## config.mk

```make
export PLATFORM = sky130hd
export DESIGN_NAME = seg7_multiplex_driver
export DESIGN_NICKNAME = d
export VERILOG_FILES = /design/src/rtl/seg7_pkg.sv /design/src/rtl/bin2bcd_serial.sv /design/src/rtl/seg7_multiplex_driver.sv
export SDC_FILE = /design/constraint.sdc
export NUM_CORES = 1
export LEC_CHECK = 0
export BUFFER_PORTS_ARGS = -buffer_cell sky130_fd_sc_hd__buf_2
export CAP_MARGIN = 20
export CORE_AREA = 4 4 101 103
export CTS_CLUSTER_DIAMETER = 120
export DETAILED_ROUTE_END_ITERATION = 12
export DIE_AREA = 0 0 105 107
export HOLD_SLACK_MARGIN = 0.05
export PLACE_DENSITY = 0.76
export SLEW_MARGIN = 15
export SYNTH_ARGS = -nofsm -noshare
export SYNTH_HDL_FRONTEND = slang
export SYNTH_SLANG_ARGS = --single-unit
```

## constraint.sdc

```tcl
create_clock -name clock_100 -period 1.5 [get_ports clock_100]
set_input_delay 0.3 -clock clock_100 [delete_from_list [all_inputs] [get_ports clock_100]]
set_output_delay 0.3 -clock clock_100 [all_outputs]
set_load 0.01 [all_outputs]
```

## src/rtl/seg7_pkg.sv

```systemverilog
// seg7_pkg: shared constants and helpers for the multiplexed 7-segment driver.
//   - active-low segment encodings, bit order [6:0] = G..A
//   - seg_encode(): 4-bit BCD -> 7-bit segment pattern (non-decimal -> blank)
//   - state_t: control FSM state
package seg7_pkg;

  localparam logic [6:0] SEG_0     = 7'b1000000;
  localparam logic [6:0] SEG_1     = 7'b1111001;
  localparam logic [6:0] SEG_2     = 7'b0100100;
  localparam logic [6:0] SEG_3     = 7'b0110000;
  localparam logic [6:0] SEG_4     = 7'b0011001;
  localparam logic [6:0] SEG_5     = 7'b0010010;
  localparam logic [6:0] SEG_6     = 7'b0000010;
  localparam logic [6:0] SEG_7     = 7'b1111000;
  localparam logic [6:0] SEG_8     = 7'b0000000;
  localparam logic [6:0] SEG_9     = 7'b0010000;
  localparam logic [6:0] SEG_DASH  = 7'b0111111;
  localparam logic [6:0] SEG_BLANK = 7'b1111111;

  typedef enum logic {IDLE, CONVERT} state_t;

  function automatic logic [6:0] seg_encode(input logic [3:0] d);
    case (d)
      4'd0:    return SEG_0;
      4'd1:    return SEG_1;
      4'd2:    return SEG_2;
      4'd3:    return SEG_3;
      4'd4:    return SEG_4;
      4'd5:    return SEG_5;
      4'd6:    return SEG_6;
      4'd7:    return SEG_7;
      4'd8:    return SEG_8;
      4'd9:    return SEG_9;
      default: return SEG_BLANK;
    endcase
  endfunction

endpackage

```

## src/rtl/bin2bcd_serial.sv

```systemverilog
// bin2bcd_serial: serial double-dabble (shift-add-3) binary to BCD converter.
// One extra carry nibble above NUM_DIGITS is kept; anything reaching it (or
// shifted past it) flags overflow.
// Ports:
//   clock_100 : clock
//   reset     : async active-low reset
//   start     : capture bin and clear accumulator (ignored while running)
//   bin       : binary input
//   done      : high during the final step cycle
//   digits    : BCD result as it will be after the current step (valid with done)
//   overflow  : overflow flag as it will be after the current step (valid with done)
module bin2bcd_serial #(
  parameter int BIN_WIDTH  = 14,
  parameter int NUM_DIGITS = 4
) (
  input  logic                         clock_100,
  input  logic                         reset,
  input  logic                         start,
  input  logic [BIN_WIDTH-1:0]         bin,
  output logic                         done,
  output logic [NUM_DIGITS-1:0][3:0]   digits,
  output logic                         overflow
);

  localparam int NIB = NUM_DIGITS + 1;
  localparam int CW  = $clog2(BIN_WIDTH + 1);

  logic [BIN_WIDTH-1:0]   sh;
  logic [NIB-1:0][3:0]    acc, adj, acc_nxt;
  logic                   ovf, ovf_nxt, run;
  logic [CW-1:0]          cnt;

  // per-nibble add-3 correction
  for (genvar g = 0; g < NIB; g++) begin : g_nib
    assign adj[g] = (acc[g] >= 4'd5) ? acc[g] + 4'd3 : acc[g];
  end

  // shift left one bit, pulling in the next binary MSB
  assign acc_nxt  = {adj[NIB-1][2:0], adj[NIB-2:0], sh[BIN_WIDTH-1]};
  // sticky: once the carry nibble is nonzero the value can only grow
  assign ovf_nxt  = ovf | adj[NIB-1][3] | (acc_nxt[NIB-1] != 4'd0);
  assign done     = run && (cnt == CW'(BIN_WIDTH - 1));
  assign digits   = acc_nxt[NUM_DIGITS-1:0];
  assign overflow = ovf_nxt;

  always_ff @(posedge clock_100 or negedge reset) begin
    if (!reset) begin
      sh  <= '0;
      acc <= '0;
      ovf <= 1'b0;
      run <= 1'b0;
      cnt <= '0;
    end else if (start && !run) begin
      sh  <= bin;
      acc <= '0;
      ovf <= 1'b0;
      run <= 1'b1;
      cnt <= '0;
    end else if (run) begin
      sh  <= sh << 1;
      acc <= acc_nxt;
      ovf <= ovf_nxt;
      cnt <= cnt + 1'b1;
      if (done) run <= 1'b0;
    end
  end

endmodule

```

## src/rtl/seg7_multiplex_driver.sv

```systemverilog
// seg7_multiplex_driver: load-strobed binary -> BCD conversion, atomic display
// register, and time-multiplexed common-anode scan driven by a clock-enable tick.
// Build option: define SEG7_LEADING_ZERO_BLANK_EN to blank leading zero digits
// (digit 0 always shown, dash overflow display unaffected).
// Ports:
//   clock_100 : 100 MHz clock
//   reset     : async active-low reset
//   num       : binary value to display
//   load      : capture strobe, accepted while busy=0
//   busy      : conversion in progress
//   controls  : segments, active-low, [0]=CA .. [6]=CG (registered)
//   seg_ctrl  : digit anodes, active-low, [0]=ones (registered)
module seg7_multiplex_driver
  import seg7_pkg::*;
#(
  parameter int NUM_DIGITS  = 4,
  parameter int BIN_WIDTH   = 14,
  parameter int DIGIT_TICKS = 100000
) (
  input  logic                  clock_100,
  input  logic                  reset,
  input  logic [BIN_WIDTH-1:0]  num,
  input  logic                  load,
  output logic                  busy,
  output logic [6:0]            controls,
  output logic [NUM_DIGITS-1:0] seg_ctrl
);

  localparam int TW = (DIGIT_TICKS > 1) ? $clog2(DIGIT_TICKS) : 1;
  localparam int IW = (NUM_DIGITS > 1) ? $clog2(NUM_DIGITS) : 1;

  state_t                      state, state_nxt;
  logic                        start, cv_done, cv_ovf;
  logic [NUM_DIGITS-1:0][3:0]  cv_digits;
  logic [NUM_DIGITS-1:0][3:0]  disp;
  logic                        disp_dash;
  logic [TW-1:0]               tick;
  logic [IW-1:0]               idx;
  logic [NUM_DIGITS-1:0]       blank;
  logic [6:0]                  seg_nxt;
  logic [NUM_DIGITS-1:0]       an_nxt;

  bin2bcd_serial #(.BIN_WIDTH(BIN_WIDTH), .NUM_DIGITS(NUM_DIGITS)) u_conv (
    .clock_100 (clock_100),
    .reset     (reset),
    .start     (start),
    .bin       (num),
    .done      (cv_done),
    .digits    (cv_digits),
    .overflow  (cv_ovf)
  );

  // ---- control FSM
  always_ff @(posedge clock_100 or negedge reset) begin
    if (!reset) state <= IDLE;
    else        state <= state_nxt;
  end

  always_comb begin
    state_nxt = state;
    start     = 1'b0;
    case (state)
      IDLE:    if (load) begin
                 start     = 1'b1;
                 state_nxt = CONVERT;
               end
      CONVERT: if (cv_done) state_nxt = IDLE;
      default: state_nxt = IDLE;
    endcase
  end

  assign busy = (state == CONVERT);

  // ---- display register: written only on the final conversion step
  always_ff @(posedge clock_100 or negedge reset) begin
    if (!reset) begin
      disp      <= '0;
      disp_dash <= 1'b0;
    end else if (state == CONVERT && cv_done) begin
      disp      <= cv_digits;
      disp_dash <= cv_ovf;
    end
  end

  // ---- scan timing: tick enable, digit index
  always_ff @(posedge clock_100 or negedge reset) begin
    if (!reset) begin
      tick <= '0;
      idx  <= '0;
    end else if (tick == TW'(DIGIT_TICKS - 1)) begin
      tick <= '0;
      idx  <= (idx == IW'(NUM_DIGITS - 1)) ? '0 : idx + 1'b1;
    end else begin
      tick <= tick + 1'b1;
    end
  end

  // ---- leading-zero blanking
`ifdef SEG7_LEADING_ZERO_BLANK_EN
  always_comb begin
    blank = '0;
    for (int i = 1; i < NUM_DIGITS; i++) begin
      blank[i] = 1'b1;
      for (int j = i; j < NUM_DIGITS; j++)
        if (disp[j] != 4'd0) blank[i] = 1'b0;
    end
  end
`else
  assign blank = '0;
`endif

  // ---- output selection; registered so segments and anode move together
  always_comb begin
    seg_nxt = SEG_BLANK;
    an_nxt  = '1;
    for (int i = 0; i < NUM_DIGITS; i++) begin
      if (idx == IW'(i)) begin
        an_nxt[i] = 1'b0;
        if (disp_dash)     seg_nxt = SEG_DASH;
        else if (blank[i]) seg_nxt = SEG_BLANK;
        else               seg_nxt = seg_encode(disp[i]);
      end
    end
  end

  always_ff @(posedge clock_100 or negedge reset) begin
    if (!reset) begin
      controls <= SEG_BLANK;
      seg_ctrl <= '1;
    end else begin
      controls <= seg_nxt;
      seg_ctrl <= an_nxt;
    end
  end

endmodule
```

# --- Word-level counts from Yosys, hierarchy flattened ---
# Memory sizes are Yosys's and may differ from the RTL's.
# Cells that the tools add are included.
classes:
  mux: 33
  reduce_logical: 7
  eq_ne: 5
  bitwise_logic: 3
  n_lt_le_gt_ge: 5
  n_addsub: 8
op_table:
  columns: ["operator", "count"]
  rows:
  - ["7-bit two-way mux", 8]
  - ["20-bit two-way mux", 2]
  - ["14-bit two-way mux", 2]
  - ["4-bit two-way mux", 7]
  - ["4-bit by 2-bit adder with 4-bit output, second input constant", 5]
  - ["4-bit by 3-bit greater-or-equal comparator with 1-bit output, second input constant", 5]
  - ["17-bit by 1-bit adder with 17-bit output, second input constant", 1]
  - ["17-bit equality test, second input constant", 1]
  - ["17-bit two-way mux", 1]
  - ["1-bit two-way mux", 11]
  - ["4-bit by 1-bit adder with 4-bit output, second input constant", 1]
  - ["2-bit equality test, second input constant", 2]
  - ["4-bit equality test, second input constant", 1]
  - ["4-bit nonzero test", 1]
  - ["1-bit logical AND", 3]
  - ["2-bit by 1-bit adder with 2-bit output, second input constant", 1]
  - ["2-bit by 1-bit equality test with 1-bit output, second input constant", 1]
  - ["2-bit zero test", 1]
  - ["2-bit two-way mux", 1]
  - ["1-bit OR", 2]
  - ["1-bit case mux with 2 select lines", 1]
  - ["2-bit nonzero test", 1]
  - ["1-bit zero test", 1]
  - ["1-bit NOT", 1]
totals:
  in_bits: 17
  mem_count: 4
  rom_bits: 448
  output_inout_bits: 12
  register_bits: 88
  word_cells: 84
memory_table:
  columns: ["name", "words", "width", "read_ports", "rd_ports_with_merged_regs", "wr", "line_no", "source"]
  rows:
  - ["(no name shown)", 16, 7, 1, 0, 0, "seg7_pkg.sv:23", "case (d)"]
  - ["(no name shown)", 16, 7, 1, 0, 0, "seg7_pkg.sv:23", null]
  - ["(no name shown)", 16, 7, 1, 0, 0, "seg7_pkg.sv:23", null]
  - ["(no name shown)", 16, 7, 1, 0, 0, "seg7_pkg.sv:23", null]

# --- Depth between registers and ports, before layout ---
# Gate-level depths: netlist of the first run.
logic_depth:
  depth_word: 6
  mapped_depth: 7
  mapped_depth_nobuf: 6

# --- Cells and area by module ---
# From an unflattened synthesis of the first run, not the netlist that was laid out.
unflattened:
  hier_cells: 510
  area_unflattened_um2: 5064.9
modules_own_cells:
  columns: ["module", "area_each_um2", "cells_each", "instances", "seq_area_each_um2"]
  rows:
  - ["seg7_multiplex_driver", 2870.3, 289, 1, 1214.9]
  - ["bin2bcd_serial", 2194.6, 221, 1, 1001.0]

# --- Worst setup path before layout of the first run ---
# No wires, ideal clock.
synth_path:
  path_kind: "register -> register"
  startpoint: "reg u_conv.acc[16] (netlist bit)"
  endpoint: "reg disp_dash"
  n_path_buf: 0
  required_ns: 1.365
  arrival_ns: 1.499
  setup_ns: 0.135
  synth_period_minus_slack_ns: 1.634
  stages_incl_launch_ff: 7
  path_slack_ns: -0.134
  path_cell_list: "dfrtp_1 inv_1 ha_1 o31a_1 o22a_1 a211oi_1 a31oi_1"
synth_via:
  elab_chain_cells: 4
  word_cells_on_any_way: 6
  classes_between: "1 x add/sub; 1 x order compare; 1 x mux; 2 x bitwise; 1 x reduce/logical"
synth_lines:
  columns: ["element", "line_no", "source"]
  rows:
  - ["from (decl)", "bin2bcd_serial.sv:29", "logic [NIB-1:0][3:0] acc, adj, acc_nxt;"]
  - ["from (signal assigned)", "bin2bcd_serial.sv:61", "acc <= acc_nxt;"]
  - ["4-bit by 2-bit adder with 4-bit output or 4-bit by 3-bit greater-or-equal comparator with 1-bit output (tied branches)", "bin2bcd_serial.sv:35", "assign adj[g] = (acc[g] >= 4'd5) ? acc[g] + 4'd3 : acc[g];"]
  - ["4-bit two-way mux (*)", "bin2bcd_serial.sv:35", null]
  - ["4-bit nonzero test or 1-bit OR (tied branches)", "bin2bcd_serial.sv:41", "assign ovf_nxt = ovf | adj[NIB-1][3] | (acc_nxt[NIB-1] != 4'd0);"]
  - ["1-bit OR (*)", "bin2bcd_serial.sv:41", null]
  - ["to (signal assigned)", "seg7_multiplex_driver.sv:81", "disp_dash <= cv_ovf;"]
  - ["to (decl)", "seg7_multiplex_driver.sv:36", "logic disp_dash;"]
# Every way passes the cells marked *; elsewhere a longest branch is shown, timed or not.
# A chain may end at the register's enable or synchronous reset.

# --- Worst setup path in the final report of the first run ---
layout_path:
  startpoint: "reg u_conv.acc[12] (netlist bit)"
  endpoint: "reg disp_dash"
layout_via:
  elab_chain_cells: 4
  word_cells_on_any_way: 5
  classes_between: "1 x add/sub; 1 x order compare; 1 x mux; 1 x bitwise; 1 x reduce/logical"
layout_lines:
  columns: ["element", "line_no"]
  rows:
  - ["4-bit by 2-bit adder with 4-bit output or 4-bit by 3-bit greater-or-equal comparator with 1-bit output (tied branches)", "bin2bcd_serial.sv:35"]
  - ["4-bit two-way mux (*)", "bin2bcd_serial.sv:35"]
  - ["4-bit nonzero test (*)", "bin2bcd_serial.sv:41"]
  - ["1-bit OR (*)", "bin2bcd_serial.sv:41"]
# Marked as above.

==> results of run 1 <==
==> flip-flops by register name, indices dropped and copies added (netlist names) <==
| register | count |
|---|---|
| busy | 1 |
| controls | 7 |
| disp | 16 |
| disp_dash | 1 |
| idx | 2 |
| seg_ctrl | 4 |
| tick | 17 |
| u_conv.acc | 20 |
| u_conv.cnt | 4 |
| u_conv.ovf | 1 |
| u_conv.run | 1 |
| u_conv.sh | 14 |
==> repair_timing <==
action	in CTS	in global routing
endpoints found under the hold margin	20	0
cloned	0	1
hold buffers	1	0
setup endpoints to repair	20	35
buffers inserted	4	16
gates resized for setup	39	66
pin swaps	16	18
==> synthesized netlist by cell type, types with 4 or more instances <==
| library cell | instances | area, µm² |
|---|---|---|
| a21oi_1 | 26 | 130 |
| o221ai_1 | 4 | 35.0 |
| nand2b_1 | 19 | 119 |
| xor2_1 | 9 | 78.8 |
| clkbuf_1 | 4 | 15.0 |
| nand2_1 | 67 | 251 |
| o22ai_1 | 5 | 31.3 |
| ha_1 | 37 | 463 |
| inv_1 | 30 | 113 |
| mux2i_1 | 33 | 330 |
| o21ai_1 | 25 | 125 |
| buf_6 | 4 | 45.0 |
| a2bb2oi_1 | 7 | 61.3 |
| a21o_1 | 4 | 30.0 |
| xnor2_1 | 16 | 140 |
| nand3_1 | 9 | 45.0 |
| and4_1 | 5 | 43.8 |
| dfstp_2 | 11 | 289 |
| o21ai_0 | 19 | 95.1 |
| dfrtp_1 | 77 | 1930 |
| nand4_1 | 5 | 31.3 |
| buf_2 | 15 | 75.1 |
| nor3b_1 | 6 | 45.0 |
| and2_1 | 4 | 25.0 |
| nor2_1 | 28 | 105 |
| a211oi_1 | 4 | 30.0 |
| mux2_2 | 5 | 56.3 |
| nor2b_1 | 7 | 43.8 |
==> cells in the final DEF (no fill, tap or decap), types with 5 or more instances in the layout <==
master    Yosys  routed
buf_12        0       8
xnor2_1      16      12
nor3b_1       6       5
inv_2         1      16
nand2b_4      0       6
inv_1        30      13
xor2_1        9       9
nand4_1       5       5
dfstp_2      11      11
o21ai_1      25      24
ha_2          0       5
ha_4          0      11
nand2b_1     19      13
a21oi_1      26      19
dfrtp_2       0      11
buf_4         2      77
ha_1         37      21
mux2i_1      33      33
nand2_1      67      66
o21ai_0      19      17
dfrtp_1      77      66
buf_2        15      27
nand3_1       9       9
nor2b_1       7       5
clkbuf_8      0       9
nor2_1       28      28
==> cells by family after synthesis <==
logic type | count (synthesis) | synth area share (%)
and+or+nand+nor | 167 | 16.3
AOI/OAI and AO/OA | 117 | 14.3
DFF | 88 | 43.0
buffers and inverters | 59 | 5.46
muxes | 39 | 7.72
adders and majority gates | 37 | 8.98
xor gates and xnor gates | 25 | 4.25
==> power by group through the flow <==
stage	registers (W)	logic (W)	clock network (W)
after global placement	0.00388	0.00552	0
after global routing	0.00416	0.00797	0.00164
after detailed placement	0.00395	0.00576	0
after CTS	0.00393	0.00622	0.00151
final	0.00405	0.00724	0.00148
after floorplan	0.00378	0.00388	0
==> routing by layer <==
metal	track usage [%]	part of all wire (%)
met5	0	0
met1	26.7	42
met4	6.94	2.8
met3	4.03	5.3
met2	33.7	50
==> critical path, delay by kind of cell (launching register included) <==
kind	cells	cell delay [ns]
AND/OR/NAND/NOR	2	0.28
flip-flops	1	0.45
buffers and inverters	1	0.13
AO/OA/AOI/OAI	2	0.43
adder cells (fa/ha/maj)	1	0.17
==> cell type report <==
cell class	count	area, µm²
well taps	111	139
fillers	609	2510
multi-input cells	386	3120
inverters	31	121
clock inverters	6	45.0
repair buffers	115	906
flip-flops and latches	88	2230
clock buffers	10	128
==> stage by stage <==
step / power [W] / hold WS [ns] / area (µm²) / worst slack [ns]
floorplan: 0.00766 / 0.00441 / 5180 / -0.0148
global placement: 0.00940 / 0.238 / 5870 / -0.0731
detailed placement: 0.00971 / 0.240 / 5870 / -0.124
CTS: 0.0117 / 0.164 / 6230 / -0.0794
global route: 0.0138 / 0.180 / 6690 / -0.142
finish: 0.0128 / 0.179 / 6690 / -0.0786
==> how the worst max path moves through the flow <==
stage | start | endpoint | slack (ns) | cells past startpoint
2_1_floorplan | idx[1] | controls[2] | -0.01 | 7
3_3_place_gp | u_conv.acc[16] | disp_dash | -0.07 | 6
3_5_place_dp | u_conv.acc[17] | disp_dash | -0.12 | 6
4_1_cts | u_conv.acc[16] | disp_dash | -0.08 | 6
5_1_grt | u_conv.acc[16] | disp_dash | -0.14 | 6
6_report | u_conv.acc[12] | disp_dash | -0.08 | 6
==> flow_metrics.tcl, run 1 <==
set metrics [dict create \
    postSynthRegisterBits 88 \
    synthesis.area_um2 5150 \
    post-route-min-period_ns 1.58 \
    synth-main-ff-cell "dfrtp_1" \
    rows 35 \
    core_um2 9200 \
    crit_slowest_cell "dfrtp_2" \
    crit_arrival_ns 1.80 \
    endpoint_kind "flop" \
    first_iter_violations 302 \
    crit_chain "ha_4 > nand2b_4 > buf_4 > nor3b_4 > a211oi_2 > a31oi_1" \
    rrSetupSlack_ns -0.08 \
    clock_path_buffers 2 \
    first_global_vias 4150 \
    ys_seq_area_share_pct 43.0 \
    path_clk_slew_ns 0.09 \
    antenna_found_initial 0 \
    final_util_pct 72.7 \
    synthToLayoutAreaGrowth_pct 29.8 \
    cap_viol_max_count 0 \
    synthCells 532 \
    cellPowerDensity_nw_per_um2 1910 \
    status "finished with violations" \
    cpPeakStageDelay_ns 0.45 \
    timing.rr.start "u_conv.acc[12]" \
    track_usage_pct 20.3 \
    required_ns 1.72 \
    die_h_um 107 \
    gp_routability_congestion 0.893 \
    ant_nets 0 \
    grt_first_pass_wirelength_mm 18.9 \
    cts_buffers 9 \
    hp-start "num[0]" \
    numPortBuffers 28 \
    rr_endpoint "disp_dash" \
    dp_hpwl_mm 7.73 \
    p_sw_share_pct 40.8 \
    cts_root_buf "clkbuf_8" \
    p_sw_w 0.00522 \
    setup_viol 7 \
    num_antenna_cells 0 \
    power_frac_seq_pct 31.7 \
    tns_ns -0.275 \
    rr_worst_depth 6 \
    routed_via_density 5.76 \
    violations "setup timing" \
    grt_overflow 0 \
    setup_ws_ns -0.0786 \
    worstSkewPairLatency_ns 0.35 \
    finalClockSkew_ns 0.00942 \
    tightest_slew_ns 0.390 \
    power_leakage_nw 3.01 \
    whs_endpoint "u_conv.sh[0]" \
    crit_fanout 3 \
    initial_core_util_pct 56.0 \
    drive_above_1_share_pct 37.7 \
    p_int_w 0.00755 \
    fmax_ghz 0.633 \
    fp.dieW_um 105 \
    worstSetupPathType "reg -> reg" \
    die-area_um2 11200 \
    ys_async_sr_fraction_pct 100 \
    htree_num_levels 3 \
    min_delay_path_depth 3 \
    routed_wl_mm 11.9 \
    ios 29 \
    p_clk_share_pct 11.6 \
    firstDrtPassIters 5 \
    clock-sinks 88 \
    hold_path_class "in -> reg" \
    slew_viol_final 0 \
    hold_violations 0 \
    min_period_over_period_pct 105 \
    nets 685 \
    synth.distinct_cells 63 \
    cts_tree "built" \
    rsz0062_at_grt "true" \
    worstSetupStartpointType "flop" \
    vias 4302 \
    drc 0 \
    synth.avg_cell_area_um2 9.69 \
    syn_nets 586 \
    dp_cells 709 \
    pwr-share-comb_pct 56.7 \
    relSlewSlack_pct 73.9 \
    instances_no_fill 747 \
    wl_per_cell_um 16.0 \
    yosysWarnings 0 \
    grt_max_degree 61 \
    peakVddDrop_uv 901 \
    synth_enable_flop_cells 0 \
]
Power figures use the tool's default switching activity.
==> inputs of run 2 (changes only) <==
--- a/config.mk
+++ b/config.mk
@@ -7,12 +7,15 @@
 export LEC_CHECK = 0
 export BUFFER_PORTS_ARGS = -buffer_cell sky130_fd_sc_hd__buf_2
 export CAP_MARGIN = 20
-export CORE_AREA = 4 4 101 103
+export CELL_PAD_IN_SITES_DETAIL_PLACEMENT = 0
+export CELL_PAD_IN_SITES_GLOBAL_PLACEMENT = 1
+export CORE_AREA = 4 4 114 116
 export CTS_CLUSTER_DIAMETER = 120
 export DETAILED_ROUTE_END_ITERATION = 12
-export DIE_AREA = 0 0 105 107
+export DIE_AREA = 0 0 118 120
+export GPL_TIMING_DRIVEN = 0
 export HOLD_SLACK_MARGIN = 0.05
-export PLACE_DENSITY = 0.76
+export PLACE_DENSITY = 0.82
 export SLEW_MARGIN = 15
 export SYNTH_ARGS = -nofsm -noshare
 export SYNTH_HDL_FRONTEND = slang
==> run 2 against run 1 <==
Maximum frequency down 0.55%. Count of clock-buffer cells in the layout rose by 4. The run still ends with setup timing left. Die area up 26%. Via count shrank 4.3%.
==> flow_metrics.tcl, run 2 (synthesized netlist as in run 1, its figures left out) <==
set metrics [dict create \
    rr_endpoint "controls[5]" \
    ant_nets 0 \
    finalPower_w 0.0132 \
    clock-sinks 88 \
    antenna_found_initial 0 \
    largest_register_ffs 20 \
    instances_no_fill 773 \
    post-route-min-period_ns 1.59 \
    drive_above_1_share_pct 36.1 \
    numPortBuffers 28 \
    dp_cells 708 \
    placed_area_um2 5540 \
    fmax_ghz 0.630 \
    setup_ws_ns -0.0873 \
    slew_viol_final 0 \
    routed_via_density 5.33 \
    initial_core_util_pct 43.3 \
    status "finished with violations" \
    endpoint_kind "flop" \
    grt_overflow 0 \
    num_antenna_cells 0 \
    ios 29 \
    first_iter_violations 206 \
    final_area_um2 6730 \
    fp.dieW_um 118 \
    synthToLayoutAreaGrowth_pct 30.5 \
    peakVddDrop_uv 1480 \
    critical_path.endpoint "controls[5]" \
    firstDrtPassIters 4 \
    crit_fanout 6 \
    worstSetupStartpointType "flop" \
    setup_viol 7 \
    first_global_vias 4117 \
    violations "setup timing" \
    clock_path_buffers 2 \
    regMostFlops "u_conv.acc" \
    crit_arrival_ns 1.83 \
    core_um2 11900 \
    required_ns 1.74 \
    htree_num_levels 3 \
    hold_violations 0 \
    gp_routability_congestion 0.817 \
    drc 0 \
    path_clk_slew_ns 0.06 \
    die-area_um2 14200 \
    final_cell_mix "nand2_1 (65), dfrtp_1 (65), buf_4 (49)" \
    multi_input_area_um2 3100 \
    cts_buffers 9 \
    grt_first_pass_wirelength_mm 19.5 \
    cellPowerDensity_nw_per_um2 1960 \
    regArea_um2 2230 \
    fillers 1009 \
    track_usage_pct 16.9 \
    crit_start "idx[0]" \
    cap_viol_max_count 0 \
    rows 40 \
    largestRegisters "u_conv.acc x20, tick x17, disp x16" \
    tns_ns -0.320 \
    rr_worst_depth 6 \
    nets 675 \
    vias 4117 \
    grt_max_degree 61 \
    cts_root_buf "clkbuf_16" \
    dp_hpwl_mm 7.82 \
    relSlewSlack_pct 69.9 \
    min_period_over_period_pct 106 \
    cts_tree "built" \
    worstSkewPairLatency_ns 0.34 \
    timing.rr.start "idx[0]" \
    hold_slack_ns 0.209 \
    rsz0062_at_grt "true" \
    wl_per_cell_um 15.4 \
    power_leakage_nw 3.01 \
    tightest_slew_ns 0.448 \
    rrSetupSlack_ns -0.09 \
    die_h_um 120 \
    routed_wl_mm 11.9 \
    worstSetupPathType "reg -> reg" \
    hold_path_class "in -> reg" \
    finalClockSkew_ns 0.00824 \
]
==> run 2: changes by cell type in the layout (fill, tap and decap cells not counted), moves of 4 or more <==
| cell | before | now |
|---|---|---|
| clkbuf_4 | 0 | 4 |
| clkbuf_16 | 0 | 9 |
| buf_12 | 8 | 1 |
| buf_4 | 77 | 49 |
| buf_2 | 27 | 36 |
| buf_6 | 2 | 10 |
| clkbuf_8 | 9 | 4 |
==> run 2: what timing repair did <==
action	in CTS	in global routing
hold buffers	1	0
pin swaps	22	21
endpoints found under the hold margin	17	0
resized for setup	61	65
setup endpoints to repair	40	73
buffers inserted	38	11
cloned	1	0
==> run 2: stage by stage <==
step	setup slack (ns)	util (%)
after global routing	-0.136	56.5
after global placement	-0.664	46.2
after CTS	-0.125	53.4
after floorplan	-0.0148	-
after detailed placement	-0.325	46.5
final	-0.0873	56.5
==> run 2: worst min-delay path by stage <==
stage	startpoint	end	slack [ns]	depth (start not counted)
global placement	u_conv.sh[10]	u_conv.sh[11]	0.47	2
floorplan	reset	busy	0.004	0
global route	load	busy	0.20	2
detailed placement	reset	disp[15]	0.26	1
finish	load	busy	0.21	2
CTS	load	busy	0.20	2
==> run 2: worst max-delay path: stages (launching register included) <==
cell        delay (ns)
dfrtp_2           0.44
ha_2              0.20
buf_6             0.13
clkinvlp_4        0.10
nor2_1            0.05
a222oi_1          0.33
a2bb2oi_1         0.24
==> run 2: final cells by class <==
cell class | count | area share (%)
multi-input combinational | 385 | 46.0
sequential | 88 | 33.2
timing repair buffer | 80 | 8.61
clock buffer | 14 | 4.22
buffer | 26 | 2.77
tap | 147 | 2.73
inverter | 31 | 1.93
clock inverter | 2 | 0.521
==> run 2: report_power, final <==
| part | switching (W) | internal (W) |
|---|---|---|
| Combinational | 0.00343 | 0.00339 |
| Clock | 0.000893 | 0.00147 |
| Sequential | 0.000805 | 0.00320 |
==> run 2: layer usage <==
layer  vias up  share of wire, %  global-route usage (%)
met1      2011                45                    21.0
met2        75                50                    29.0
met3        11               3.6                    5.00
li1       2020                 -                       -
met5         -                 0                       0
met4         0              0.72                    3.74
